File: src/rtl/ika2151_noise_gen.sv
// ika2151_noise_gen -- YM2151-style noise generator.
// A 5-bit frequency counter, advanced in the counter slot, raises a step
// request. The request is consumed in the step slot, where the 17-bit XNOR
// LFSR shifts once and its new bit 0 becomes the noise output. State changes
// only on ticks, meaning EMUCLK edges with the active-low phi1 enable low.
// Optional build macro: IKA2151_NOISE_TEST_EN adds i_TEST_FORCE_STEP, which
// forces an LFSR step in the step slot without disturbing cnt or step_req.
module ika2151_noise_gen (
    input  logic       i_EMUCLK,
    input  logic       i_MRST,
    input  logic       i_phi1_NCEN_n,
    input  logic       i_CYCLE_12,
    input  logic       i_CYCLE_15_31,
    input  logic       i_NE,
    input  logic [4:0] i_NFRQ,
`ifdef IKA2151_NOISE_TEST_EN
    input  logic       i_TEST_FORCE_STEP,
`endif
    output logic       o_NOISE,
    output logic       o_NOISE_EN,
    output logic       o_NOISE_STEP
);

    logic        tick;
    logic        force_step;
    logic        cnt_match;
    logic        step_fire;
    logic [16:0] lfsr_shift;

    logic [4:0]  cnt_q, cnt_d;
    logic        step_req_q, step_req_d;
    logic [16:0] lfsr_q, lfsr_d;
    logic        noise_q, noise_d;
    logic        noise_en_q, noise_en_d;
    logic        noise_step_q, noise_step_d;

    assign tick = ~i_phi1_NCEN_n;

`ifdef IKA2151_NOISE_TEST_EN
    assign force_step = i_TEST_FORCE_STEP;
`else
    assign force_step = 1'b0;
`endif

    // The counter target is the ones-complement of NFRQ: NFRQ=31 matches at
    // cnt=0 (every strobe), and NFRQ=0 matches at cnt=31 (every 32 strobes).
    assign cnt_match  = (cnt_q == (5'h1F ^ i_NFRQ));
    assign step_fire  = i_CYCLE_12 & (step_req_q | force_step);
    // XNOR feedback keeps the all-zero reset state live; all-ones is the
    // lock-up state, and it cannot be reached from reset.
    assign lfsr_shift = {lfsr_q[0] ~^ lfsr_q[3], lfsr_q[16:1]};

    // Next-state logic. Everything holds unless this edge is a tick.
    always_comb begin
        cnt_d        = cnt_q;
        step_req_d   = step_req_q;
        lfsr_d       = lfsr_q;
        noise_d      = noise_q;
        noise_en_d   = noise_en_q;
        noise_step_d = noise_step_q;
        if (tick) begin
            if (i_CYCLE_12) begin
                // A forced step leaves a pending request alone; only a real
                // request is consumed here.
                if (step_req_q) step_req_d = 1'b0;
                if (step_fire)  lfsr_d     = lfsr_shift;
                noise_d      = step_fire ? lfsr_shift[0] : lfsr_q[0];
                noise_en_d   = i_NE;
                noise_step_d = step_fire;
            end else begin
                noise_step_d = 1'b0;
            end
            // A match in the same tick as a consuming step comes last, so the
            // new request survives.
            if (i_CYCLE_15_31) begin
                if (cnt_match) begin
                    cnt_d      = 5'd0;
                    step_req_d = 1'b1;
                end else begin
                    cnt_d      = cnt_q + 5'd1;
                end
            end
        end
    end

    // State registers with asynchronous reset; a reset drops any pending step.
    always_ff @(posedge i_EMUCLK or posedge i_MRST) begin
        if (i_MRST) begin
            cnt_q        <= 5'd0;
            step_req_q   <= 1'b0;
            lfsr_q       <= 17'h00000;
            noise_q      <= 1'b0;
            noise_en_q   <= 1'b0;
            noise_step_q <= 1'b0;
        end else begin
            cnt_q        <= cnt_d;
            step_req_q   <= step_req_d;
            lfsr_q       <= lfsr_d;
            noise_q      <= noise_d;
            noise_en_q   <= noise_en_d;
            noise_step_q <= noise_step_d;
        end
    end

    assign o_NOISE      = noise_q;
    assign o_NOISE_EN   = noise_en_q;
    assign o_NOISE_STEP = noise_step_q;

endmodule

File: config.mk
export PLATFORM = sky130hd
export DESIGN_NAME = ika2151_noise_gen
export DESIGN_NICKNAME = d
export VERILOG_FILES = /design/src/rtl/ika2151_noise_gen.sv
export SDC_FILE = /design/constraint.sdc
export NUM_CORES = 1
export LEC_CHECK = 0
export ABC_AREA = 1
export BUFFER_PORTS_ARGS = -buffer_cell sky130_fd_sc_hd__buf_2
export CORE_MARGIN = 2
export CORE_UTILIZATION = 40
export CTS_CLUSTER_DIAMETER = 60
export DETAILED_ROUTE_END_ITERATION = 12
export GPL_ROUTABILITY_DRIVEN = 0
export HOLD_SLACK_MARGIN = 0.05
export MAX_ROUTING_LAYER = met4
export PLACE_DENSITY = 0.68
export SLEW_MARGIN = 40
export SYNTH_ARGS = -nofsm -noshare
export SYNTH_HDL_FRONTEND = slang
export SYNTH_SLANG_ARGS = --single-unit
File: constraint.sdc
create_clock -name i_EMUCLK -period 1.7 [get_ports i_EMUCLK]
set_clock_uncertainty 0.15 [all_clocks]
set_input_delay 0.255 -clock i_EMUCLK [delete_from_list [all_inputs] [get_ports i_EMUCLK]]
set_output_delay 0.255 -clock i_EMUCLK [all_outputs]
set_load 0.02 [all_outputs]
==> impl_metrics.env, run 1 <==
export IMPL_power_w=0.00150
export IMPL_drc_errors=0
export IMPL_seq_area_frac_synth=0.547
export IMPL_worst_pin_slew_ns=0.318
export IMPL_clock_sinks=26
export IMPL_fp_dieH_um=58.5
export IMPL_crit_type="reg -> out"
export IMPL_p_clk_frac=0.166
export IMPL_io_buffers=13
export IMPL_seqPwrFrac=0.582
export IMPL_first_pass_iters=4
export IMPL_cts_made_buffers=3
export IMPL_arrival_ns=0.89
export IMPL_nets=172
export IMPL_ys_types=21
export IMPL_dp_cells=184
export IMPL_p_leak_nw=0.731
export IMPL_via_count=878
export IMPL_wl_per_cell_um=10.2
export IMPL_start_util=0.427
export IMPL_routed_via_density=4.65
export IMPL_max_slew_margin=0.788
export IMPL_pin_count=14
export IMPL_crit_buf_inv=1
export IMPL_syn_inst=140
export IMPL_syn_nets=152
export IMPL_synth_warnings=0
export IMPL_grt_use_total=0.133
export IMPL_maxSlewViolCount=0
export IMPL_grt_max_degree=27
export IMPL_final_util=0.479
export IMPL_syn_cell_area_um2=1190
export IMPL_grt_pass1_wl_um=3420
export IMPL_switching_share=0.334
export IMPL_pwr_density_cell_nw_per_um2=1130
export IMPL_cap_viol_max_count=0
export IMPL_post_cts_buffers=0
export IMPL_period_needed_ns=1.30
export IMPL_hold_path_class="in -> reg"
export IMPL_clk_insertion_delay_late_ns=0.32
export IMPL_fin_tns_setup_ns=0
export IMPL_min_period_over_period=0.762
export IMPL_ys_seq_elements=26
export IMPL_cp_max_fo=2
export IMPL_outcome="finished, final reports clean"
export IMPL_internal_power_w=0.00100
export IMPL_finalSetupViolCount=0
export IMPL_cp_data_required_time_ns=1.29
export IMPL_hold_viol_final=0
export IMPL_drive_gt1_frac=0.190
export IMPL_timing_hold_ws_ns=0.102
export IMPL_clk_pin_slew_worst_paths_ns=0.13
export IMPL_final_common_cell="nand2_1"
export IMPL_final_cell_mix="nand2_1 (63), dfrtp_1 (26), inv_1 (14)"
export IMPL_path_cells="buf_2"
export IMPL_switchingPower_w=0.000502
export IMPL_cts_buffer_depth=2
export IMPL_area_growth_synth_to_final_pct=12.0
export IMPL_routed_wirelength_um=1930
export IMPL_final_cells=189
export IMPL_rsz0062_at_grt="no"
export IMPL_end_kind="primary output"
export IMPL_fmax_mhz=772
export IMPL_n_antenna_cell=0
export IMPL_dieArea_um2=3420
export IMPL_grt_remaining_overflow=0
export IMPL_ant_nets=0
export IMPL_pwr_share_comb=0.252
export IMPL_cts_root_buf="clkbuf_4"
export IMPL_cp_top_family="flip-flops"
export IMPL_ys_top_cells_by_area="dfrtp_1 (55%), nand2_1 (20%), inv_1 (4.4%), o21ai_0 (2.9%), nor2_4 (2.8%)"
export IMPL_syn_avg_cell_area_um2=8.49
export IMPL_synth_top_area_share=0.547
export IMPL_die_w_um=58.5
export IMPL_drt_initial_drc_count=20
export IMPL_grt_pass1_vias=832
export IMPL_coreArea_um2=2780
export IMPL_antenna_found_initial=0
export IMPL_dp_hpwl_um=1430
export IMPL_h_tree_depth=1
export IMPL_crit_path_start_kind="flop"
export IMPL_vdd_drop_max_mv=0.841
export IMPL_synth_largest_area_cell="dfrtp_1"
export IMPL_cpMaxStageDelayCell="dfrtp_1"
export IMPL_cts_tree="built"
export IMPL_slowest_delay_ns=0.41
export IMPL_std_cell_rows=19
-- registers in the layout, summed over array words and instances, names as in the netlist --
name and flops:
cnt_q 5, o_NOISE_STEP 1, step_req_q 1, o_NOISE_EN 1, lfsr_q 17, o_NOISE 1
-- routing by layer --
| layer | vias to the layer above | track usage | wire [µm] |
|---|---|---|---|
| met2 | 12 | 0.204 | 856 |
| met1 | 398 | 0.178 | 976 |
| met4 | 0 | 0.0199 | 10 |
| met5 | - | - | 0 |
| li1 | 466 | - | - |
| met3 | 2 | 0.0418 | 86 |
-- through the flow --
step | worst slack, ns | area [µm²]
2_1_floorplan | 0.483 | 1190
3_3_place_gp | 0.433 | 1290
3_5_place_dp | 0.425 | 1290
4_1_cts | 0.391 | 1330
5_1_grt | 0.265 | 1330
6_report | 0.404 | 1330
-- path summary, 6_finish.rpt --
kind	cells past startpoint	slack, ns	from	to
max	1	0.40	o_NOISE$_DFFE_PP0P_	o_NOISE
min	3	0.10	i_phi1_NCEN_n	o_NOISE_STEP$_DFFE_PP0N_
max reg2reg	6	0.42	cnt_q[0]$_DFFE_PP0P_	cnt_q[4]$_DFFE_PP0P_
min reg2reg	2	0.33	lfsr_q[4]$_DFFE_PP0P_	lfsr_q[3]$_DFFE_PP0P_
max in group asynchronous	4	0.79	i_MRST	lfsr_q[4]$_DFFE_PP0P_
min in group asynchronous	4	0.35	i_MRST	cnt_q[0]$_DFFE_PP0P_
-- final cells by class --
class	count	area, µm²
clock buffer	3	22.5
fill	278	1450
inverter	16	60.1
multi-input combinational	96	459
sequential	26	651
tap	31	38.8
timing repair buffer	17	100
-- logic make-up after synthesis --
group / share of synthesized area
multiplexers: 0.00947
buffers and inverters: 0.0663
flip-flops: 0.547
AO/OA/AOI/OAI: 0.0579
adder cells (fa/ha/maj): 0.0105
XOR/XNOR: 0.0147
AND/OR/NAND/NOR: 0.294
-- power by group through the flow --
stage	registers, W	clock network (W)	logic [W]
CTS	0.000877	0.000265	0.000388
global placement	0.000888	0	0.000365
finish	0.000875	0.000249	0.000379
detailed placement	0.000888	0	0.000383
global route	0.000900	0.000286	0.000455
floorplan	0.000882	0	0.000280
-- repair_timing --
| action | in CTS | in global routing |
|---|---|---|
| endpoints found under the hold margin | 27 | 0 |
| hold buffers | 2 | 0 |
| gates resized for setup | 0 | 0 |
-- cell usage after synthesis, drive strengths merged --
master,instances
o21ai,9
nand3,6
or2,1
nor2,7
nand4,1
mux2,1
nand2,64
ha,1
a21oi,3
buf,2
xor2,2
o311ai,1
inv,16
dfrtp,26
Power figures use the tool's default switching activity.
==> inputs of run 2 (changes only) <==
Clock period 1.7 ns to 1.3 ns, I/O delays scaled along.
==> run 2 against run 1 <==
The flow now finishes with violations (setup timing). Global-route usage rose by 1.6 points. Non-clock buffer count up 9. Worst hold slack got worse by 0.054 ns. Critical path type is now reg -> reg. Largest cell class unchanged. Largest power group unchanged.
==> impl_metrics.env, run 2 (same netlist as run 1, synthesis figures left out) <==
export IMPL_cts_made_buffers=3
export IMPL_start_util=0.427
export IMPL_final_cell_mix="nand2_1 (63), dfrtp_1 (25), inv_1 (14)"
export IMPL_cp_max_fo=5
export IMPL_clk_pin_slew_worst_paths_ns=0.15
export IMPL_dp_hpwl_um=1530
export IMPL_grt_pass1_vias=924
export IMPL_cp_data_required_time_ns=1.38
export IMPL_vdd_drop_max_mv=1.17
export IMPL_pin_count=14
export IMPL_n_antenna_cell=0
export IMPL_violations="setup timing"
export IMPL_outcome="finished with violations"
export IMPL_cts_root_buf="clkbuf_4"
export IMPL_die_w_um=58.5
export IMPL_final_common_cell="nand2_1"
export IMPL_cts_buffer_depth=2
export IMPL_arrival_ns=1.40
export IMPL_crit_path_start_kind="flop"
export IMPL_grt_use_total=0.149
export IMPL_finalSetupViolCount=1
export IMPL_drive_gt1_frac=0.256
export IMPL_r2r_start="cnt_q[1]$_DFFE_PP0P_"
export IMPL_hold_path_class="in -> reg"
export IMPL_fillers=266
export IMPL_pwr_density_cell_nw_per_um2=1640
export IMPL_largest_register_ffs=17
export IMPL_fin_ws_ns=-0.0245
export IMPL_r2r_cells=6
export IMPL_top_register="lfsr_q"
export IMPL_io_buffers=13
export IMPL_clk_insertion_delay_late_ns=0.33
export IMPL_max_slew_margin=0.777
export IMPL_place_ws_ns=0.0112
export IMPL_crit_type="reg -> reg"
export IMPL_register_area_um2=652
export IMPL_cap_viol_max_count=0
export IMPL_place_area_um2=1300
export IMPL_ant_nets=0
export IMPL_fmax_mhz=755
export IMPL_via_count=964
export IMPL_dieArea_um2=3420
export IMPL_hold_viol_final=0
export IMPL_rrSetupSlack_ns=-0.02
export IMPL_whs_endpoint="step_req_q$_DFFE_PP0N_"
export IMPL_fp_dieH_um=58.5
export IMPL_antenna_found_initial=0
export IMPL_hold_depth=4
export IMPL_hp_start="i_CYCLE_12"
export IMPL_cts_tree="built"
export IMPL_first_pass_iters=4
export IMPL_period_needed_ns=1.32
export IMPL_end_kind="flop"
export IMPL_std_cell_rows=19
export IMPL_reg2reg_to="cnt_q[4]$_DFFE_PP0P_"
export IMPL_grt_remaining_overflow=0
export IMPL_maxSlewViolCount=0
export IMPL_p_leak_nw=0.787
export IMPL_wl_per_cell_um=12.1
export IMPL_grt_pass1_wl_um=3870
export IMPL_coreArea_um2=2780
export IMPL_worst_pin_slew_ns=0.335
export IMPL_drc_errors=0
export IMPL_largestRegisters="lfsr_q (17), cnt_q (5)"
export IMPL_routed_via_density=4.84
export IMPL_rsz0062_at_grt="yes"
export IMPL_drt_initial_drc_count=47
export IMPL_h_tree_depth=1
export IMPL_grt_max_degree=27
export IMPL_routed_wirelength_um=2400
export IMPL_multiInputGateArea_um2=474
export IMPL_min_period_over_period=1.02
export IMPL_clock_sinks=26
export IMPL_area_growth_synth_to_final_pct=22.0
export IMPL_design_area_um2=1450
export IMPL_nets=181
[run 2: critical path: stages, from the launching register on]
cell     delay, ns
dfrtp_1       0.45
ha_2          0.22
nand3_2       0.10
nor2_2        0.13
nand3_2       0.06
nand2_1       0.07
a21oi_1       0.04
[run 2: area by class of cell]
| type | instances | area share |
|---|---|---|
| tap | 31 | 0.0267 |
| clock buffer | 3 | 0.0155 |
| sequential | 26 | 0.450 |
| timing repair buffer | 26 | 0.119 |
| inverter | 16 | 0.0414 |
| multi-input combinational | 96 | 0.327 |
| clock inverter | 1 | 0.0207 |
[run 2: power by group]
part / switching, W / total, W / leakage, nW / internal [W]
clock: 0.000252 / 0.000564 / 0.0279 / 0.000312
combinational: 0.000365 / 0.000666 / 0.430 / 0.000300
sequential: 0.000141 / 0.00115 / 0.329 / 0.00101
total: 0.000758 / 0.00238 / 0.787 / 0.00162
[run 2: layer usage]
metal,part of all wire,up-vias,GRT usage
met2,0.47,27,0.252
met1,0.45,444,0.178
li1,-,487,-
met4,0.021,0,0.0266
met5,0,-,-
met3,0.059,6,0.0440
[run 2: timing repair]
item	CTS	global route
hold buffers	4	0
resized for setup	1	4
gates cloned	0	0
buffers inserted	1	5
pin swaps	0	3
setup endpoints to repair	2	6
endpoints found under the hold margin	30	0
[run 2: per-stage QoR]
stage               cells  setup TNS (ns)  hold WS (ns)  total power, W   util
finish                199         -0.0245        0.0486         0.00238  0.521
global route          199          -0.286        0.0635         0.00253  0.521
CTS                   194        -0.00237        0.0509         0.00226  0.504
detailed placement    185               0         0.117         0.00167  0.466
global placement      185               0         0.114         0.00163  0.466
floorplan             140               0        0.0850         0.00152      -
[run 2: worst max-delay path by stage]
stage                              start                     end  cells past startpoint
CTS                 cnt_q[1]$_DFFE_PP0P_    cnt_q[4]$_DFFE_PP0P_                      6
global placement    cnt_q[1]$_DFFE_PP0P_  step_req_q$_DFFE_PP0N_                      5
finish              cnt_q[1]$_DFFE_PP0P_    cnt_q[4]$_DFFE_PP0P_                      6
floorplan           cnt_q[1]$_DFFE_PP0P_  step_req_q$_DFFE_PP0N_                      5
global route        cnt_q[1]$_DFFE_PP0P_    cnt_q[4]$_DFFE_PP0P_                      6
detailed placement  cnt_q[0]$_DFFE_PP0P_    cnt_q[4]$_DFFE_PP0P_                      6
